[src/rtl/mul_reg_bank.sv]
// Multi-channel signed fixed-point operand register bank with per-entry valid bits,
// overwrite/saturating-accumulate writes and registered, optionally consuming reads.
module mul_reg_bank #(
  parameter int I_WIDTH     = 8,
  parameter int F_WIDTH     = 8,
  parameter int DEPTH       = 2,
  parameter int CH          = 4,
  parameter int ADDRS_WIDTH = (DEPTH > 1) ? $clog2(DEPTH) : 1,
  parameter int CH_WIDTH    = (CH > 1) ? $clog2(CH) : 1,
  parameter int CNT_WIDTH   = $clog2(CH * DEPTH + 1)
) (
  input  logic                                  clk_i,
  input  logic                                  mreg_rst_i,
  input  logic                                  mreg_clr_i,
  input  logic                                  mreg_wr_en_i,
  input  logic                                  mreg_wr_acc_i,
  input  logic [CH_WIDTH-1:0]                   mreg_wr_ch_i,
  input  logic [ADDRS_WIDTH-1:0]                mreg_wr_addrs_i,
  input  logic signed [I_WIDTH+F_WIDTH-1:0]     wr_data_i,
  input  logic                                  mreg_rd_en_i,
  input  logic                                  mreg_rd_consume_i,
  input  logic [CH_WIDTH-1:0]                   mreg_rd_ch_i,
  input  logic [ADDRS_WIDTH-1:0]                mreg_rd_addrs_i,
  output logic signed [I_WIDTH+F_WIDTH-1:0]     rd_data_o,
  output logic                                  rd_valid_o,
  output logic                                  ovf_o,
  output logic [CNT_WIDTH-1:0]                  count_o,
  output logic                                  full_o,
  output logic                                  empty_o
);

  localparam int DW = I_WIDTH + F_WIDTH;
  localparam int N  = CH * DEPTH;

  localparam logic signed [DW-1:0] SAT_MAX = {1'b0, {(DW-1){1'b1}}};
  localparam logic signed [DW-1:0] SAT_MIN = {1'b1, {(DW-1){1'b0}}};

  // Clamp a DW+1-bit sum back into the DW-bit signed range.
  function automatic logic signed [DW-1:0] sat_dw(input logic signed [DW:0] s);
    if (s[DW] != s[DW-1]) begin
      sat_dw = s[DW] ? SAT_MIN : SAT_MAX;
    end else begin
      sat_dw = s[DW-1:0];
    end
  endfunction

  function automatic logic sat_hit(input logic signed [DW:0] s);
    sat_hit = (s[DW] != s[DW-1]);
  endfunction

  logic signed [DW-1:0]  data_q [N];
  logic signed [DW-1:0]  data_d [N];
  logic [N-1:0]          vld_q, vld_d;
  logic signed [DW-1:0]  rd_data_q, rd_data_d;
  logic                  rd_valid_q, rd_valid_d;
  logic                  ovf_q, ovf_d;
  logic [CNT_WIDTH-1:0]  count_q, count_d;

  logic [N-1:0]          wr_sel, rd_sel;
  logic                  wr_hit, rd_hit;
  logic signed [DW-1:0]  wr_old, rd_word, wr_new;
  logic                  wr_old_vld, rd_old_vld;
  logic signed [DW:0]    wr_sum;
  logic                  acc_live, set_new, cons_hit;

  // Address decode: out-of-range channel/address selects nothing.
  always_comb begin
    wr_sel = '0;
    rd_sel = '0;
    for (int c = 0; c < CH; c++) begin
      for (int a = 0; a < DEPTH; a++) begin
        if (mreg_wr_ch_i == CH_WIDTH'(c) && mreg_wr_addrs_i == ADDRS_WIDTH'(a)) begin
          wr_sel[c*DEPTH+a] = 1'b1;
        end
        if (mreg_rd_ch_i == CH_WIDTH'(c) && mreg_rd_addrs_i == ADDRS_WIDTH'(a)) begin
          rd_sel[c*DEPTH+a] = 1'b1;
        end
      end
    end
  end

  always_comb begin
    wr_old     = '0;
    wr_old_vld = 1'b0;
    rd_word    = '0;
    rd_old_vld = 1'b0;
    for (int i = 0; i < N; i++) begin
      if (wr_sel[i]) begin
        wr_old     = data_q[i];
        wr_old_vld = vld_q[i];
      end
      if (rd_sel[i]) begin
        rd_word    = data_q[i];
        rd_old_vld = vld_q[i];
      end
    end
  end

  assign wr_hit   = mreg_wr_en_i && (|wr_sel);
  assign rd_hit   = mreg_rd_en_i && (|rd_sel);
  assign wr_sum   = {wr_old[DW-1], wr_old} + {wr_data_i[DW-1], wr_data_i};
  assign acc_live = mreg_wr_acc_i && wr_old_vld;
  assign wr_new   = acc_live ? sat_dw(wr_sum) : wr_data_i;
  assign set_new  = wr_hit && !wr_old_vld;
  // A consume that collides with a write to the same entry loses to the write.
  assign cons_hit = rd_hit && mreg_rd_consume_i && rd_old_vld
                    && !(wr_hit && (|(wr_sel & rd_sel)));

  always_comb begin
    data_d     = data_q;
    vld_d      = vld_q;
    rd_data_d  = rd_data_q;
    rd_valid_d = 1'b0;
    ovf_d      = ovf_q;
    count_d    = count_q;
    if (mreg_clr_i) begin
      for (int i = 0; i < N; i++) begin
        data_d[i] = '0;
      end
      vld_d     = '0;
      rd_data_d = '0;
      ovf_d     = 1'b0;
      count_d   = '0;
    end else begin
      if (mreg_rd_en_i) begin
        rd_data_d  = rd_hit ? rd_word : '0;
        rd_valid_d = rd_hit && rd_old_vld;
      end
      for (int i = 0; i < N; i++) begin
        if (mreg_wr_en_i && wr_sel[i]) begin
          data_d[i] = wr_new;
          vld_d[i]  = 1'b1;
        end else if (mreg_rd_en_i && mreg_rd_consume_i && rd_sel[i]) begin
          vld_d[i] = 1'b0;
        end
      end
      if (wr_hit && acc_live && sat_hit(wr_sum)) begin
        ovf_d = 1'b1;
      end
      count_d = count_q + CNT_WIDTH'(set_new) - CNT_WIDTH'(cons_hit);
    end
  end

  always_ff @(posedge clk_i or posedge mreg_rst_i) begin
    if (mreg_rst_i) begin
      for (int i = 0; i < N; i++) begin
        data_q[i] <= '0;
      end
      vld_q      <= '0;
      rd_data_q  <= '0;
      rd_valid_q <= 1'b0;
      ovf_q      <= 1'b0;
      count_q    <= '0;
    end else begin
      data_q     <= data_d;
      vld_q      <= vld_d;
      rd_data_q  <= rd_data_d;
      rd_valid_q <= rd_valid_d;
      ovf_q      <= ovf_d;
      count_q    <= count_d;
    end
  end

  assign rd_data_o  = rd_data_q;
  assign rd_valid_o = rd_valid_q;
  assign ovf_o      = ovf_q;
  assign count_o    = count_q;
  assign full_o     = (count_q == CNT_WIDTH'(N));
  assign empty_o    = (count_q == '0);

endmodule

[config.mk]
export PLATFORM = sky130hd
export DESIGN_NAME = mul_reg_bank
export DESIGN_NICKNAME = d
export VERILOG_FILES = /design/src/rtl/mul_reg_bank.sv
export SDC_FILE = /design/constraint.sdc
export NUM_CORES = 1
export LEC_CHECK = 0
export CORE_UTILIZATION = 50
export CTS_CLUSTER_SIZE = 40
export DETAILED_ROUTE_END_ITERATION = 10
export GPL_TIMING_DRIVEN = 0
export PLACE_DENSITY = 0.83
export SYNTH_ARGS = -nofsm -noshare
export SYNTH_HDL_FRONTEND = slang
export SYNTH_SLANG_ARGS = --single-unit
[constraint.sdc]
create_clock -name clk_i -period 5 [get_ports clk_i]
set_input_delay 1 -clock clk_i [delete_from_list [all_inputs] [get_ports clk_i]]
set_output_delay 1 -clock clk_i [all_outputs]
set_load 0.01 [all_outputs]
==> metrics.md <==
| Metric | Value |
|---|---|
| GRT Total Usage | `0.316` |
| P per Cell Area | `298 nW/um2` |
| Synth Instances | `893` |
| Actual slew at the worst max-slew pin | `0.996 ns` |
| # clock sinks | `158` |
| Critical Setup Path Class | `input pin to flip-flop` |
| Fillers | `1477` |
| Crit end category | `flip-flop` |
| Final Max Tran Viols | `0` |
| Core Footprint | `18700 um2` |
| DR pass1 iterations | `5` |
| CP max FO | `10` |
| Worst Setup Slack, final | `0.145 ns` |
| Hold Startpoint | `data_q[120]` |
| DRT Wirelength | `29900 um` |
| Worst-path cell chain | `clkdlybuf4s15_2, buf_6, buf_4, clkbuf_8, mux4_2, nand2_1, nand2_1, ha_2, inv_1, fa_1, and3b_1, o21ai_1, a21o_2, o31a_4, maj3_1, a31oi_2, o31ai_1` |
| Placer Congestion | `0.942` |
| Max stage delay cell, worst path | `a31oi_2` |
| Pleak | `0.00482 uW` |
| HPWL after DPL | `21100 um` |
| Final worst path period share | `0.971` |
| Number of flops mapped to enable cells by yosys | `0` |
| Yosys warnings | `0` |
| Most common cell in the netlist | `dfrtp_1` |
| CTS tree | `yes` |
| CTS root buf | `clkbuf_16` |
| Placement Rows | `50` |
| IO Pins | `53` |
| Die area | `19700 um2` |
| DRC viols | `0` |
| CTS Buffer Depth | `2` |
| DRT iter0 DRCs | `1139` |
| CP startpoint | `mreg_wr_ch_i[0]` |
| Largest net degree at the start of global routing | `44` |
| Max-Cap Viols | `0` |
| Initial antenna violation count | `1` |
| Family with the most delay on the worst path | `compound AO/OA/AOI/OAI gates` |
| Power Total | `3310 uW` |
| Hold/Removal Path Class | `flip-flop to flip-flop` |
| Sequential area share after synthesis | `0.413` |
| Clock latency on the worst-skew pair | `0.45 ns` |
| Chip width | `140 um` |
| Vias/cell | `6.97` |
| Syn Area/Cell | `10.7 um2` |
| Outcome | `finished clean` |
| Most frequent CP cell | `nand2_1` |
| WP data required | `5.30 ns` |
| Synth Net Count | `947` |
| Via Count | `8429` |
| N_diodes | `0` |
| Fmax | `0.206 GHz` |
| Initial Util | `0.512` |
| First-pass GRT wire length | `46600 um` |
| Port Buffers | `49` |
| Drt wl/cell | `24.7 um` |
| Hold Buf Count CTS | `0` |
| Final worst path period need | `4.86 ns` |
| Synth-to-Final Area Change | `16.1%` |
| Peak supply drop | `0.000206 V` |
| Main synth FF type | `dfrtp_1` |
| Seq cells post-synth | `158` |
| Area of the multi-input gates | `5280 um2` |
| Final-report setup violation count | `0` |
| Post-DRT Antenna Nets | `0` |
| Reg clk slew, reported paths | `0.06 ns` |
| R2R Path Start | `data_q[89]` |
| Cell Area, Synth | `9570 um2` |
| Register area | `3950 um2` |
| Die Y-Extent | `140 um` |
| Largest cells by area after synthesis | `dfrtp_1 41%, mux4_2 11%, a22o_1 8.2%` |
| Dpl ws | `-1.78 ns` |
| H-tree levels | `4` |
| Layout cell share with drive strength beyond 1 | `0.162` |
| Largest stage delay on the critical path | `0.53 ns` |
| Nets@finish | `1019` |
| Crit path launch type | `input pin` |
| Remaining Overflow, GRT | `0` |
| Most instantiated cells after synthesis | `158 x dfrtp_1, 90 x a22o_1, 89 x nor2_1` |
| Fin util | `0.594` |
| Worst hold slack | `0.508 ns` |
| Netlist cell types | `66` |
| Clk_skew | `0.00729 ns` |
| Max_slew headroom | `0.334` |
| Async SR Flop Fraction | `1.00` |
| RSZ-0062 raised after global routing | `false` |
| Crit path buf inv count | `5` |
| Post-synth top area cell | `dfrtp_1` |
| Hold Fails Final Rpt | `0` |
| Number of global-route vias before repair | `8266` |
| Total CTS buffers | `17` |
| Critical Path AT | `5.15 ns` |
| Yosys top cell area share | `0.413` |
power breakdown:
| part | internal [uW] | switching [uW] |
|---|---|---|
| sequential | 1320 | 35.1 |
| combinational | 237 | 369 |
| clock | 805 | 540 |
area by class of cell:
| class | instances | share of cell area |
|---|---|---|
| buffer | 63 | 0.0326 |
| clock buffer | 20 | 0.0411 |
| clock inverter | 10 | 0.0125 |
| inverter | 16 | 0.00574 |
| multi-input combinational | 656 | 0.476 |
| sequential | 158 | 0.356 |
| tap | 234 | 0.0264 |
| timing repair buffer | 53 | 0.0502 |
cell families (layout without fill, tap and decap cells):
| kind of cell | after synthesis | after routing | share of synthesized area |
|---|---|---|---|
| adder cells (fa/ha/maj) | 26 | 26 | 0.0353 |
| flip-flops | 158 | 158 | 0.413 |
| AND/OR/NAND/NOR | 236 | 236 | 0.116 |
| XOR/XNOR | 16 | 16 | 0.0146 |
| buffers and inverters | 79 | 162 | 0.0375 |
| multiplexers | 76 | 76 | 0.146 |
| AO/OA/AOI/OAI | 302 | 302 | 0.238 |
state kept, by name, indices dropped and copies added, names as in the netlist:
signal	cells
rd_data_o	16
rd_valid_o	1
count_o	4
data_q	128
ovf_o	1
vld_q	8
layer usage:
layer	wire (um)	global-route usage	up-vias
met3	3420	0.0814	110
met1	11500	0.417	4158
met2	13600	0.482	623
li1	-	-	3538
met4	1450	0.168	0
met5	0	0	-
worst register-to-register path, cell delays in order, from the launching register on:
cell	delay, ns
dfrtp_1	0.40
mux2_2	0.27
a221oi_1	0.25
a21oi_1	0.08
a21oi_1	0.13
a31oi_1	0.10
ha_1	0.43
nand4_1	0.30
a21oi_1	0.23
a22oi_1	0.17
a21oi_2	0.40
nand2_2	0.16
o211ai_1	0.35
o22a_1	0.44
a22o_1	0.20
through the flow:
| step | instances | setup TNS [ns] | area [um2] |
|---|---|---|---|
| 5_1_grt | 1210 | 0 | 11100 |
| 2_1_floorplan | 893 | 0 | 9570 |
| 6_report | 1210 | 0 | 11100 |
| 3_3_place_gp | 1176 | -198.76 | 10400 |
| 3_5_place_dp | 1179 | -207.13 | 10400 |
| 4_1_cts | 1209 | 0 | 11100 |
what timing repair did:
action	4_1_cts	5_1_grt
pin swaps	0	1
resized for setup	29	13
buffers inserted	0	1
endpoints found under the setup margin	129	116
gates cloned	0	0
layout by cell type (no fill, tap or decap), types with 5 or more instances in the layout:
cell               n
dfrtp_1          158
a22o_1            90
nor2_1            89
nand2_1           84
a21oi_1           59
mux4_2            48
clkdlybuf4s50_1   47
clkbuf_1          32
o21ai_0           30
ha_1              22
o22ai_1           20
a211oi_1          17
clkbuf_16         17
o31ai_1           15
mux2i_1           15
inv_1             14
nand2b_1          13
mux2_2            12
nand3_1           10
a21o_1            10
nand3b_1          10
buf_4              9
o211ai_1           8
nor3_2             8
xor2_1             8
a21oi_4            8
xnor2_1            8
nor2b_1            7
buf_6              6
buf_2              5
o32ai_1            5
worst paths after layout:
kind | to | slack, ns | cells past startpoint
hold / removal | data_q[120] | 0.51 | 1
hold reg to reg | data_q[120] | 0.51 | 1
max in group asynchronous | rd_data_o[1] | 2.95 | 4
setup reg to reg | data_q[104] | 1.01 | 14
setup / recovery | data_q[96] | 0.14 | 17
min in group asynchronous | data_q[64] | 1.08 | 2
Note: power is estimated with default switching activity, not from simulation.
